<file path="config.mk">
export PLATFORM = sky130hd
export DESIGN_NAME = dram_req_sched_flat
export DESIGN_NICKNAME = d
export VERILOG_FILES = /design/src/rtl/dram_req_sched_pkg.sv /design/src/rtl/dram_req_sched_if.sv /design/src/rtl/dram_req_sched_refresh_timer.sv /design/src/rtl/dram_req_sched.sv /design/src/flat_wrapper.sv
export SDC_FILE = /design/constraint.sdc
export NUM_CORES = 1
export LEC_CHECK = 0
export BUFFER_PORTS_ARGS = -buffer_cell sky130_fd_sc_hd__buf_4
export CORE_MARGIN = 2
export CORE_UTILIZATION = 50
export CTS_CLUSTER_DIAMETER = 150
export DETAILED_ROUTE_END_ITERATION = 10
export GPL_TIMING_DRIVEN = 0
export PLACE_DENSITY = 0.83
export SETUP_SLACK_MARGIN = 0.2
export SLEW_MARGIN = 20
export SYNTH_ARGS = -nofsm -noshare
export SYNTH_HDL_FRONTEND = slang
export SYNTH_SLANG_ARGS = --single-unit
</file>
<file path="constraint.sdc">
create_clock -name clk -period 2.6 [get_ports clk]
set_input_delay 0.13 -clock clk [delete_from_list [all_inputs] [get_ports clk]]
set_output_delay 0.13 -clock clk [all_outputs]
set_load 0.005 [all_outputs]
</file>
<file path="src/rtl/dram_req_sched_pkg.sv">
// Shared types and constants for the DRAM request scheduler and its bench.
// Optional refresh logic is selected with the DRAM_REFRESH_EN macro.
package dram_req_sched_pkg;

    localparam int DEF_ADDR_W = 8;
    localparam int DEF_DATA_W = 8;

    // Cycles from tg_req to the generator raising RAS again.
    localparam int GEN_CYCLES = 5;

    typedef enum logic [1:0] {
        ST_IDLE  = 2'd0,
        ST_ISSUE = 2'd1,
        ST_BUSY  = 2'd2,
        ST_RESP  = 2'd3
    } state_e;

endpackage

</file>
<file path="src/rtl/dram_req_sched_if.sv">
// Client-side request/response bundle for dram_req_sched.
// The master modport is the client; the slave modport is the scheduler.
interface dram_req_sched_if
    import dram_req_sched_pkg::*;
#(
    parameter int ADDR_W = DEF_ADDR_W,
    parameter int DATA_W = DEF_DATA_W
);

    logic                  req_valid;
    logic                  req_ready;
    logic                  req_we;
    logic [2*ADDR_W-1:0]   req_addr;
    logic [DATA_W-1:0]     req_wdata;
    logic                  rsp_valid;
    logic [DATA_W-1:0]     rsp_rdata;

    modport master (
        output req_valid, req_we, req_addr, req_wdata,
        input  req_ready, rsp_valid, rsp_rdata
    );

    modport slave (
        input  req_valid, req_we, req_addr, req_wdata,
        output req_ready, rsp_valid, rsp_rdata
    );

endinterface

</file>
<file path="src/rtl/dram_req_sched_refresh_timer.sv">
// Periodic refresh source: free-running period counter, sticky pending flag
// and refresh row counter. Only instantiated when DRAM_REFRESH_EN is defined.
module dram_refresh_timer
    import dram_req_sched_pkg::*;
#(
    parameter int ADDR_W         = DEF_ADDR_W,
    parameter int REFRESH_PERIOD = 256
) (
    input  logic              clk,
    input  logic              reset_n,
    input  logic              refresh_taken,
    output logic              refresh_pending,
    output logic [ADDR_W-1:0] refresh_row
);

    localparam int CNT_W = $clog2(REFRESH_PERIOD);
    localparam logic [CNT_W-1:0] CNT_TC = CNT_W'(REFRESH_PERIOD - 1);

    logic [CNT_W-1:0]  cnt_q, cnt_d;
    logic              pending_q, pending_d;
    logic [ADDR_W-1:0] row_q, row_d;

    always_comb begin
        cnt_d     = (cnt_q == CNT_TC) ? '0 : cnt_q + 1'b1;
        pending_d = pending_q;
        row_d     = row_q;
        if (refresh_taken) begin
            pending_d = 1'b0;
            row_d     = row_q + 1'b1;
        end
        // A fresh expiry wins over a same-cycle take; expiries never queue.
        if (cnt_q == CNT_TC) begin
            pending_d = 1'b1;
        end
    end

    always_ff @(posedge clk or negedge reset_n) begin
        if (!reset_n) begin
            cnt_q     <= '0;
            pending_q <= 1'b0;
            row_q     <= '0;
        end else begin
            cnt_q     <= cnt_d;
            pending_q <= pending_d;
            row_q     <= row_d;
        end
    end

    assign refresh_pending = pending_q;
    assign refresh_row     = row_q;

endmodule

</file>
<file path="src/rtl/dram_req_sched.sv">
// Front-end for the DRAM RAS/MUX/CAS timing generator: client requests,
// address steering, write drive and read capture. Refresh via DRAM_REFRESH_EN.
//
// state    | meaning
// ---------+----------------------------------------------------------
// ST_IDLE  | waiting; accepts a client request or starts a refresh
// ST_ISSUE | one-cycle tg_req pulse to the timing generator
// ST_BUSY  | generator running; read data captured while CAS is low
// ST_RESP  | one-cycle rsp_valid to the client (not for refresh)
module dram_req_sched
    import dram_req_sched_pkg::*;
#(
    parameter int ADDR_W         = DEF_ADDR_W,
    parameter int DATA_W         = DEF_DATA_W,
    parameter int REFRESH_PERIOD = 256
) (
    input  logic              clk,
    input  logic              reset_n,
    dram_req_sched_if.slave   bus,
    output logic              tg_req,
    input  logic              tg_ras_n,
    input  logic              tg_mux,
    input  logic              tg_cas_n,
    output logic [ADDR_W-1:0] dram_addr,
    output logic              dram_we_n,
    output logic [DATA_W-1:0] dram_dq_out,
    output logic              dram_dq_oe,
    input  logic [DATA_W-1:0] dram_dq_in
);

    state_e            state_q, state_d;
    logic [ADDR_W-1:0] row_q, row_d;
    logic [ADDR_W-1:0] col_q, col_d;
    logic [DATA_W-1:0] wdata_q, wdata_d;
    logic              we_q, we_d;
    logic              is_ref_q, is_ref_d;
    logic              ras_prev_q, ras_prev_d;
    logic [DATA_W-1:0] rdata_q, rdata_d;

    logic              refresh_pending;
    logic [ADDR_W-1:0] refresh_row;
    logic              start_refresh;
    logic              req_ready;

    assign start_refresh = (state_q == ST_IDLE) && refresh_pending && tg_ras_n;

`ifdef DRAM_REFRESH_EN
    dram_refresh_timer #(
        .ADDR_W         (ADDR_W),
        .REFRESH_PERIOD (REFRESH_PERIOD)
    ) u_refresh_timer (
        .clk             (clk),
        .reset_n         (reset_n),
        .refresh_taken   (start_refresh),
        .refresh_pending (refresh_pending),
        .refresh_row     (refresh_row)
    );
`else
    localparam int refresh_period_unused = REFRESH_PERIOD;
    assign refresh_pending = 1'b0;
    assign refresh_row     = '0;
`endif

    // The generator is not reset, so RAS high gates every new start.
    assign req_ready = (state_q == ST_IDLE) && !refresh_pending && tg_ras_n;

    always_comb begin
        state_d    = state_q;
        row_d      = row_q;
        col_d      = col_q;
        wdata_d    = wdata_q;
        we_d       = we_q;
        is_ref_d   = is_ref_q;
        rdata_d    = rdata_q;
        ras_prev_d = tg_ras_n;

        case (state_q)
            ST_IDLE: begin
                if (start_refresh) begin
                    row_d    = refresh_row;
                    col_d    = '0;
                    we_d     = 1'b0;
                    is_ref_d = 1'b1;
                    state_d  = ST_ISSUE;
                end else if (bus.req_valid && req_ready) begin
                    row_d    = bus.req_addr[2*ADDR_W-1:ADDR_W];
                    col_d    = bus.req_addr[ADDR_W-1:0];
                    wdata_d  = bus.req_wdata;
                    we_d     = bus.req_we;
                    is_ref_d = 1'b0;
                    state_d  = ST_ISSUE;
                end
            end
            ST_ISSUE: begin
                state_d = ST_BUSY;
            end
            ST_BUSY: begin
                if (!tg_cas_n && !we_q && !is_ref_q) begin
                    rdata_d = dram_dq_in;
                end
                if (tg_ras_n && !ras_prev_q) begin
                    state_d = is_ref_q ? ST_IDLE : ST_RESP;
                end
            end
            ST_RESP: begin
                state_d = ST_IDLE;
            end
            default: begin
                state_d = ST_IDLE;
            end
        endcase
    end

    always_ff @(posedge clk or negedge reset_n) begin
        if (!reset_n) begin
            state_q    <= ST_IDLE;
            row_q      <= '0;
            col_q      <= '0;
            wdata_q    <= '0;
            we_q       <= 1'b0;
            is_ref_q   <= 1'b0;
            ras_prev_q <= 1'b1;
            rdata_q    <= '0;
        end else begin
            state_q    <= state_d;
            row_q      <= row_d;
            col_q      <= col_d;
            wdata_q    <= wdata_d;
            we_q       <= we_d;
            is_ref_q   <= is_ref_d;
            ras_prev_q <= ras_prev_d;
            rdata_q    <= rdata_d;
        end
    end

    assign tg_req        = (state_q == ST_ISSUE);
    assign bus.req_ready = req_ready;
    assign bus.rsp_valid = (state_q == ST_RESP);
    assign bus.rsp_rdata = rdata_q;

    assign dram_addr   = tg_mux ? col_q : row_q;
    assign dram_dq_out = wdata_q;
    assign dram_dq_oe  = we_q && ((state_q == ST_ISSUE) || (state_q == ST_BUSY));
    assign dram_we_n   = !dram_dq_oe;

endmodule

</file>
<file path="src/flat_wrapper.sv">
// flat-port wrapper written by rule: the top's interface ports become plain ports
module dram_req_sched_flat import dram_req_sched_pkg::*;
#(
    parameter int ADDR_W         = DEF_ADDR_W,
    parameter int DATA_W         = DEF_DATA_W,
    parameter int REFRESH_PERIOD = 256
)
  (clk, reset_n, tg_req, tg_ras_n, tg_mux, tg_cas_n, dram_addr, dram_we_n, dram_dq_out, dram_dq_oe, dram_dq_in, bus_req_valid, bus_req_we, bus_req_addr, bus_req_wdata, bus_req_ready, bus_rsp_valid, bus_rsp_rdata);
  dram_req_sched_if #(.ADDR_W(ADDR_W), .DATA_W(DATA_W)) bus_i ();
  input  logic clk;
  input  logic reset_n;
  output logic tg_req;
  input  logic tg_ras_n;
  input  logic tg_mux;
  input  logic tg_cas_n;
  output logic [ADDR_W-1:0] dram_addr;
  output logic dram_we_n;
  output logic [DATA_W-1:0] dram_dq_out;
  output logic dram_dq_oe;
  input  logic [DATA_W-1:0] dram_dq_in;
  input wire logic [$bits(bus_i.req_valid)-1:0] bus_req_valid;
  input wire logic [$bits(bus_i.req_we)-1:0] bus_req_we;
  input wire logic [$bits(bus_i.req_addr)-1:0] bus_req_addr;
  input wire logic [$bits(bus_i.req_wdata)-1:0] bus_req_wdata;
  output wire logic [$bits(bus_i.req_ready)-1:0] bus_req_ready;
  output wire logic [$bits(bus_i.rsp_valid)-1:0] bus_rsp_valid;
  output wire logic [$bits(bus_i.rsp_rdata)-1:0] bus_rsp_rdata;
  assign bus_i.req_valid = bus_req_valid;
  assign bus_i.req_we = bus_req_we;
  assign bus_i.req_addr = bus_req_addr;
  assign bus_i.req_wdata = bus_req_wdata;
  assign bus_req_ready = bus_i.req_ready;
  assign bus_rsp_valid = bus_i.rsp_valid;
  assign bus_rsp_rdata = bus_i.rsp_rdata;
  dram_req_sched #(.ADDR_W(ADDR_W), .DATA_W(DATA_W), .REFRESH_PERIOD(REFRESH_PERIOD)) u_core (.clk(clk), .reset_n(reset_n), .bus(bus_i), .tg_req(tg_req), .tg_ras_n(tg_ras_n), .tg_mux(tg_mux), .tg_cas_n(tg_cas_n), .dram_addr(dram_addr), .dram_we_n(dram_we_n), .dram_dq_out(dram_dq_out), .dram_dq_oe(dram_dq_oe), .dram_dq_in(dram_dq_in));
endmodule
</file>
==> impl_metrics.py, run 1 <==
metrics = {
    "power": {
        "leakage_nw": 1.201,
        "ir_drop_mv": 0.7193,
        "p_per_area_mw_per_mm2": 1054,
        "power_frac_seq_pct": 41.5,
        "p_comb_share_pct": 46.0,
        "p_int_w": 0.001750,
        "p_sw_w": 0.0006951,
        "netSwitchingFraction_pct": 28.43,
        "clkPwrFrac_pct": 12.6,
    },
    "placement": {
        "place.gp.congestion": 0.6907,
        "portBuffers": 66,
        "placed_cells": 207,
        "dpl.hpwl_um": 2583,
    },
    "logic_synthesis": {
        "synth_mux_area_share_pct": 33.41,
        "ys_seq_elements": 36,
        "syn_area_per_cell_sq_um": 16.91,
        "post_synth_and_or_nand_nor_area_fraction_pct": 2.975,
        "synth_most_common_cell": "dfrtp_1",
        "synth_compound_area_share_pct": 1.373,
        "synth_top_family_by_area": "multiplexers",
        "synth_common_cells": "dfrtp_1, mux2_2, mux2_4, ha_1, inv_1",
        "syn_nets": 141,
        "synth.distinct_cells": 16,
        "synth.area.top_cells": "dfrtp_1, mux2_4, mux2_2, ha_1, buf_12",
        "synth_xor_area_share_pct": 0,
        "synth_enable_flop_cells": 0,
        "postSynthCellCount": 97,
        "yosysTopAreaCell": "dfrtp_1",
        "yosys_warnings": 0,
        "synthArstFlopShare_pct": 100.0,
        "synth_flop_cell": "dfrtp_1",
        "synthesis.area_sq_mm": 0.001640,
        "yosysSeqAreaShare_pct": 55.00,
        "synth_top_area_share_pct": 53.39,
        "synthAdderAreaFrac_pct": 3.814,
    },
    "sta": {
        "slew_headroom_pct": 70.29,
        "finalClockSkew_ns": 0.009050,
        "hold_violations": 0,
        "drv_slew": 0,
        "rsz0062_at_grt": "no",
        "worst_slew_pin_slew_ns": 0.4451,
        "fin_crit_sh_pct": 65.47,
        "fmax_ghz": 0.5874,
        "fin_crit_ns": 1.702,
        "setup_viol": 0,
        "tns_ns": 0,
    },
    "critical_path": {
        "cp_max_fo": 8,
        "required_ns": 2.82,
        "critPathCaptureType": "register",
        "arrival_ns": 1.93,
        "worstSetupStartpointType": "register",
        "path_class": "reg -> reg",
    },
    "floorplanning": {
        "fp-row-count": 20,
        "start_util_pct": 53.29,
        "pin_count": 68,
        "die_area_sq_mm": 0.003755,
        "core_area_sq_mm": 0.003078,
        "fp.dieH_um": 61.28,
        "fp.dieW_um": 61.28,
    },
    "cells_and_area": {
        "final-instance-count-excl-fill": 222,
        "fin_nets": 221,
        "area_growth_pct": 41.42,
        "diodes": 0,
        "drive_above_1_share_pct": 67.98,
    },
    "routing": {
        "dr.pass1.iters": 3,
        "via_per_inst": 4.838,
        "drc": 0,
        "ant_nets": 0,
        "drtIter0Drc": 37,
        "routed_wl_um": 3386,
        "num_vias": 1074,
        "drt-wirelength-per-cell_um": 15.25,
    },
    "clock_tree": {
        "cts_setup_buffers": 0,
        "clkTransAtPathRegs_ns": 0.11,
        "cts-root-buf": "clkbuf_4",
        "htree_num_levels": 2,
        "cts_resized": 0,
        "cts_hold_buf": 3,
        "tritoncts": "built",
        "cts_buffers": 5,
        "clockBufferDepth": 2,
        "clock_latency_ns": 0.34,
        "clock_sink_count": 36,
    },
    "global_route": {
        "grt_pass1_wl_um": 5340,
        "grt_overflow_total": 0,
        "grt_max_degree": 37,
        "grt_use_met1_pct": 21.63,
        "met3_usage_pct": 6.723,
        "grt_pass1_vias": 1197,
        "use_met2_pct": 35.26,
        "grt.busiest_layer": "met2",
        "antenna_found_initial": 0,
        "grt_usage_pct": 20.17,
    },
    "min_path": {
        "worstHoldPathType": "in -> reg",
    },
    "flow_run": {
        "maxCapViolCount": 0,
    },
    "status": {
        "status": "finished, final reports clean",
    },
}
## metal layers
| layer | share of wire (%) | routed length [um] |
|---|---|---|
| met5 | 0 | 0 |
| met4 | 1.8 | 61 |
| met3 | 5.9 | 200 |
| met2 | 56 | 1882 |
| met1 | 37 | 1243 |
## layout by cell type (no fill, tap or decap)
| cell type | instances |
|---|---|
| clkbuf_4 | 5 |
| and2_4 | 1 |
| buf_4 | 66 |
| dfstp_2 | 1 |
| nand2b_1 | 1 |
| dfrtp_1 | 35 |
| nand2_4 | 1 |
| clkbuf_1 | 2 |
| o32a_1 | 1 |
| mux2_2 | 22 |
| clkbuf_8 | 1 |
| nor3b_4 | 1 |
| a21boi_0 | 1 |
| dlygate4sd3_1 | 7 |
| mux2_4 | 20 |
| nand2_1 | 1 |
| inv_1 | 3 |
| a21oi_1 | 1 |
| buf_2 | 1 |
| buf_12 | 2 |
| ha_1 | 5 |
## power groups by stage
stage / clock [W] / sequential [W] / combinational [W]
6_report: 0.000307 / 0.00101 / 0.00112
5_1_grt: 0.000343 / 0.00105 / 0.00122
4_1_cts: 0.000319 / 0.00102 / 0.00114
3_5_place_dp: 0 / 0.00102 / 0.00113
3_3_place_gp: 0 / 0.000999 / 0.00108
2_1_floorplan: 0 / 0.000985 / 0.000627
## final timing paths
check                                         from                       to  slack (ns)  cells past startpoint
max                              u_core.state_q[0]  u_core.bus.rsp_rdata[6]        0.90                      4
min                               bus_req_wdata[0]    u_core.dram_dq_out[0]        0.02                      2
max reg2reg                      u_core.state_q[0]  u_core.bus.rsp_rdata[6]        0.90                      4
min reg2reg                u_core.bus.rsp_rdata[3]  u_core.bus.rsp_rdata[3]        0.52                      1
max in group asynchronous                  reset_n        u_core.ras_prev_q        1.99                      2
min in group asynchronous                  reset_n              u_core.we_q        0.25                      2
## final cells by class
class	instances	area (sq um)
tap	44	55.05
inverter	3	11.26
buffer	3	45.04
multi-input combinational	55	681.9
clock buffer	8	58.81
timing repair buffer	73	565.5
sequential	36	902.1
fill	236	758.2
## critical path, stage by stage (launching register included)
cell     delay [ns]
dfrtp_1        0.43
inv_1          0.12
ha_1           0.21
nor3b_4        0.43
mux2_2         0.39
## cells by family after synthesis
logic type      Yosys count
compound gates            3
fa+ha+maj                 5
buf+inv                   6
flops                    36
mux                      42
simple gates              5
## sequential cells by signal, indices dropped and copies added (netlist names)
signal / flops
u_core.ras_prev_q: 1
u_core.dram_dq_out: 8
u_core.state_q: 2
u_core.we_q: 1
u_core.row_q: 8
u_core.col_q: 8
u_core.bus.rsp_rdata: 8
## through the flow
| step | worst slack, ns | cell area [sq um] | power (W) | hold WS, ns | utilization (%) |
|---|---|---|---|---|---|
| CTS | 0.9021 | 2280 | 0.002472 | 0.001491 | 74.07 |
| global route | 0.7796 | 2320 | 0.002610 | 0.001470 | 75.37 |
| global placement | 0.9991 | 2191 | 0.002080 | 0.1057 | 71.18 |
| floorplan | 1.105 | 1640 | 0.001613 | -0.1656 | - |
| detailed placement | 0.9294 | 2191 | 0.002154 | 0.1056 | 71.18 |
| finish | 0.8977 | 2320 | 0.002445 | 0.02157 | 75.37 |
No activity file was read; power rests on OpenSTA's default activity.
==> run 2: changes to the inputs <==
--- a/config.mk
+++ b/config.mk
@@ -7,11 +7,11 @@
 export LEC_CHECK = 0
 export BUFFER_PORTS_ARGS = -buffer_cell sky130_fd_sc_hd__buf_4
 export CORE_MARGIN = 2
-export CORE_UTILIZATION = 50
+export CORE_UTILIZATION = 47
 export CTS_CLUSTER_DIAMETER = 150
 export DETAILED_ROUTE_END_ITERATION = 10
 export GPL_TIMING_DRIVEN = 0
-export PLACE_DENSITY = 0.83
+export PLACE_DENSITY = 0.78
 export SETUP_SLACK_MARGIN = 0.2
 export SLEW_MARGIN = 20
 export SYNTH_ARGS = -nofsm -noshare
==> constraint.sdc (replaced) <==
create_clock -name clk -period 1.6 [get_ports clk]
set_input_delay 0.08 -clock clk [delete_from_list [all_inputs] [get_ports clk]]
set_output_delay 0.08 -clock clk [all_outputs]
set_load 0.005 [all_outputs]
==> impl_metrics.py, run 2 (synthesized netlist as in run 1, its figures left out) <==
metrics = {
    "floorplanning": {
        "start_util_pct": 49.16,
        "fp.dieW_um": 63.08,
        "fp-row-count": 21,
        "core_area_sq_mm": 0.003337,
        "die_area_sq_mm": 0.003978,
        "pin_count": 68,
        "fp.dieH_um": 63.08,
    },
    "global_route": {
        "grt_usage_pct": 21.78,
        "grt_max_degree": 37,
        "grt_pass1_wl_um": 6548,
        "grt_overflow_total": 0,
        "antenna_found_initial": 0,
        "grt_pass1_vias": 1382,
    },
    "sta": {
        "slew_headroom_pct": 69.87,
        "hold_violations": 0,
        "fin_crit_ns": 1.509,
        "fmax_ghz": 0.6628,
        "drv_slew": 0,
        "finalClockSkew_ns": 0.004712,
        "rsz0062_at_grt": "yes",
        "setup_viol": 0,
        "worst_slew_pin_slew_ns": 0.4519,
        "tns_ns": 0,
        "fin_crit_sh_pct": 94.30,
    },
    "placement": {
        "dpl.hpwl_um": 2248,
        "place.gp.congestion": 0.7133,
        "portBuffers": 66,
        "placed_cell_area_sq_mm": 0.002222,
    },
    "critical_path": {
        "required_ns": 1.82,
        "r2r-start": "u_core.state_q[0]",
        "arrival_ns": 1.73,
        "cp_max_fo": 5,
        "reg2reg_slack_ns": 0.09,
        "worstSetupStartpointType": "register",
        "critPathCaptureType": "register",
        "path_class": "reg -> reg",
        "r2r_cells": 6,
        "r2r-end": "u_core.bus.rsp_rdata[3]",
    },
    "min_path": {
        "whs_path_depth": 4,
        "worstHoldPathType": "in -> reg",
        "hold_end": "u_core.bus.rsp_rdata[2]",
        "min_from": "tg_cas_n",
    },
    "clock_tree": {
        "clock_latency_ns": 0.34,
        "clock_sink_count": 36,
        "cts-root-buf": "clkbuf_4",
        "clockBufferDepth": 2,
        "clkTransAtPathRegs_ns": 0.10,
        "cts_buffers": 5,
        "htree_num_levels": 2,
        "tritoncts": "built",
    },
    "cells_and_area": {
        "fin_nets": 261,
        "drive_above_1_share_pct": 63.59,
        "layout_commonest_cell": "buf_4",
        "mostFrequentLayoutCells": "buf_4, dlygate4sd3_1, dfrtp_1, mux2_4, mux2_2",
        "final_area_sq_mm": 0.002830,
        "area_growth_pct": 72.54,
        "diodes": 0,
    },
    "routing": {
        "num_vias": 1234,
        "routed_wl_um": 3956,
        "drtIter0Drc": 14,
        "ant_nets": 0,
        "dr.pass1.iters": 3,
        "via_per_inst": 4.692,
        "drc": 0,
        "drt-wirelength-per-cell_um": 15.04,
    },
    "flow_run": {
        "maxCapViolCount": 0,
    },
    "power": {
        "p_per_area_mw_per_mm2": 1563,
        "leakage_nw": 1.441,
        "ir_drop_mv": 0.9701,
    },
    "status": {
        "status": "finished, final reports clean",
    },
}
==> run 2: cell types whose count changed in the layout (fill, tap and decap cells not counted), sizes merged <==
cell,change
dlygate4sd3,+28
buf,+11
clkbuf,-1
clkinv,+1
==> run 2: layout make-up <==
class	count	area [sq um]
Clock inverter	1	5.005
Inverter	3	11.26
Buffer	3	45.04
Timing Repair Buffer	113	992.2
Multi-Input combinational cell	55	775.7
Clock buffer	6	41.29
Tap cell	46	57.56
Fill cell	162	506.7
Sequential cell	36	902.1
==> run 2: metal layers <==
metal  track usage, %  up-vias  share of wire, %
li1                 -      583                 -
met1            26.27      595                42
met2            37.23       47                51
met3            4.286        9               4.4
met4            10.56        0               2.5
met5                0        -                 0
==> run 2: report_power, final <==
group          total, W  internal, W  switching, W
combinational   0.00233      0.00164      0.000698
sequential      0.00163      0.00136      0.000270
clock          0.000456     0.000162      0.000294
==> run 2: worst max path at each step <==
stage,depth (start not counted),from,end
after floorplan,4,u_core.state_q[0],u_core.bus.rsp_rdata[0]
after global placement,4,u_core.state_q[0],u_core.bus.rsp_rdata[7]
after detailed placement,4,u_core.state_q[0],u_core.bus.rsp_rdata[4]
after CTS,6,u_core.state_q[0],u_core.bus.rsp_rdata[3]
after global routing,6,u_core.state_q[0],u_core.bus.rsp_rdata[5]
final,6,u_core.state_q[0],u_core.bus.rsp_rdata[3]
==> run 2: critical path: stages (launching register included) <==
cell and delay [ns]:
dfrtp_1 0.41, inv_2 0.09, buf_6 0.10, ha_4 0.12
nor3b_4 0.21, buf_6 0.16, mux2_4 0.30
==> run 2: per-stage QoR <==
stage | worst slack [ns] | cells | hold WS (ns) | total power (W) | util (%)
floorplan | 0.1249 | 97 | -0.2156 | 0.002671 | -
global placement | 0.03791 | 209 | 0.05380 | 0.003429 | 66.59
detailed placement | 0.002237 | 209 | 0.05802 | 0.003502 | 66.59
CTS | 0.1067 | 261 | 0.2051 | 0.004294 | 82.83
global route | 0.02578 | 263 | 0.2078 | 0.004714 | 84.81
finish | 0.09123 | 263 | 0.2145 | 0.004423 | 84.81
==> run 2: timing repair <==
item / 4_1_cts / 5_1_grt
hold endpoints to repair: 69 / 0
gates resized for setup: 14 / 9
setup endpoints to repair: 37 / 35
buffers inserted: 9 / 1
pin swaps: 3 / 2
gates cloned: 1 / 1
hold buffers: 35 / 0
==> run 3: changes to the inputs <==
--- a/config.mk
+++ b/config.mk
@@ -7,11 +7,10 @@
 export LEC_CHECK = 0
 export BUFFER_PORTS_ARGS = -buffer_cell sky130_fd_sc_hd__buf_4
 export CORE_MARGIN = 2
-export CORE_UTILIZATION = 47
+export CORE_UTILIZATION = 45
 export CTS_CLUSTER_DIAMETER = 150
 export DETAILED_ROUTE_END_ITERATION = 10
-export GPL_TIMING_DRIVEN = 0
-export PLACE_DENSITY = 0.78
+export PLACE_DENSITY = 0.76
 export SETUP_SLACK_MARGIN = 0.2
 export SLEW_MARGIN = 20
 export SYNTH_ARGS = -nofsm -noshare
==> constraint.sdc (replaced) <==
create_clock -name clk -period 1.6 [get_ports clk]
set_input_delay 0.08 -clock clk [delete_from_list [all_inputs] [get_ports clk]]
set_output_delay 0.08 -clock clk [all_outputs]
set_load 0.1 [all_outputs]
==> impl_metrics.py, run 3 (synthesized netlist as in run 1, its figures left out) <==
metrics = {
    "floorplanning": {
        "die_area_sq_mm": 0.004144,
        "pin_count": 68,
        "fp-row-count": 21,
        "fp.dieW_um": 64.38,
        "start_util_pct": 48.02,
        "core_area_sq_mm": 0.003416,
        "fp.dieH_um": 64.38,
    },
    "clock_tree": {
        "tritoncts": "built",
        "htree_num_levels": 2,
        "clock_sink_count": 36,
        "clkTransAtPathRegs_ns": 0.11,
        "cts-root-buf": "clkbuf_4",
        "cts_buffers": 5,
        "clockBufferDepth": 2,
        "clock_latency_ns": 0.35,
    },
    "global_route": {
        "grt_overflow_total": 0,
        "grt_pass1_wl_um": 6561,
        "antenna_found_initial": 0,
        "grt_use_met1_pct": 23.09,
        "use_met2_pct": 40.36,
        "met3_usage_pct": 4.930,
        "grt_usage_pct": 21.44,
        "grt.busiest_layer": "met2",
        "grt_pass1_vias": 1428,
        "grt_max_degree": 37,
    },
    "placement": {
        "portBuffers": 67,
        "placed_cell_area_sq_mm": 0.002238,
        "place.gp.congestion": 0.6437,
        "dpl.hpwl_um": 2335,
        "post-place-ws_ns": 0.04567,
    },
    "sta": {
        "worst_slew_pin_slew_ns": 0.4592,
        "drv_slew": 0,
        "hold_violations": 0,
        "tns_ns": 0,
        "fin_crit_sh_pct": 93.92,
        "setup_viol": 0,
        "finalClockSkew_ns": 0.008285,
        "rsz0062_at_grt": "yes",
        "fin_crit_ns": 1.503,
        "fmax_ghz": 0.6654,
        "setup_slack_ns": 0.09722,
        "holdWs_ns": 0.1960,
        "slew_headroom_pct": 69.38,
    },
    "routing": {
        "dr.pass1.iters": 4,
        "via_per_inst": 4.691,
        "drt-wirelength-per-cell_um": 15.98,
        "num_vias": 1229,
        "drtIter0Drc": 24,
        "ant_nets": 0,
        "drc": 0,
        "routed_wl_um": 4187,
    },
    "min_path": {
        "whs_path_depth": 3,
        "worstHoldPathType": "in -> reg",
    },
    "cells_and_area": {
        "fin_nets": 259,
        "mostFrequentLayoutCells": "buf_4, dlygate4sd3_1, dfrtp_1, mux2_4, mux2_2",
        "drive_above_1_share_pct": 66.67,
        "diodes": 0,
        "final_area_sq_mm": 0.002855,
        "layout_commonest_cell": "buf_4",
        "area_growth_pct": 74.07,
    },
    "critical_path": {
        "cp_max_fo": 4,
        "arrival_ns": 1.42,
        "worstSetupStartpointType": "register",
        "path_class": "reg -> out",
        "r2r_cells": 6,
        "critPathCaptureType": "primary output",
        "required_ns": 1.52,
    },
    "flow_run": {
        "maxCapViolCount": 0,
    },
    "status": {
        "status": "finished, final reports clean",
    },
}
==> run 3: changes by cell type in the layout (fill, tap and decap cells not counted), moves of 2 or more <==
cell / change
buf_12: +4
buf_6: -4
ha_1: -2
mux2_2: +5
mux2_4: -5
nand2_8: +2
==> run 3: area by class of cell <==
type | instances | area, sq um
timing repair buffer | 112 | 1007
sequential | 36 | 903.4
multi-input combinational | 57 | 815.8
fill | 198 | 560.5
tap | 46 | 57.56
clock buffer | 5 | 37.54
clock inverter | 3 | 18.77
inverter | 3 | 15.01
==> run 3: what timing repair did <==
item	4_1_cts	5_1_grt
endpoints found under the hold margin	69	0
resized for setup	11	13
gates cloned	2	0
pin swaps	3	2
endpoints found under the setup margin	37	39
hold buffers	35	0
setup buffers	4	5
==> run 3: final timing paths <==
path / to / from / slack [ns]
min in group asynchronous: u_core.bus.rsp_rdata[5] / reset_n / 0.21
max reg2reg: u_core.col_q[1] / u_core.state_q[1] / 0.1
min: u_core.dram_dq_out[0] / bus_req_valid / 0.20
max in group asynchronous: u_core.ras_prev_q / reset_n / 1.03
max: dram_dq_oe / u_core.state_q[1] / 0.1
min reg2reg: u_core.col_q[3] / u_core.col_q[3] / 0.52
==> run 3: metal layers <==
layer / routed length [um] / vias up
met5: 0 / -
met4: 63 / 0
met3: 196 / 9
met2: 2370 / 42
met1: 1557 / 597
li1: - / 581
==> run 3: metrics by stage <==
stage | utilization [%] | cells
after floorplan | - | 97
after global placement | 65.53 | 208
after detailed placement | 65.53 | 208
after CTS | 80.77 | 257
after global routing | 83.59 | 262
final | 83.59 | 262
==> run 3: worst max-delay path: stages, from the launching register on <==
cell,delay (ns)
dfrtp_2,0.45
inv_2,0.10
ha_4,0.21
nand2_4,0.07
clkinvlp_4,0.09
buf_12,0.17
Power of run 3 is left out: the tool's default activity adds up to more than one toggle a clock period on the data nets, which glitch-free logic cannot reach.
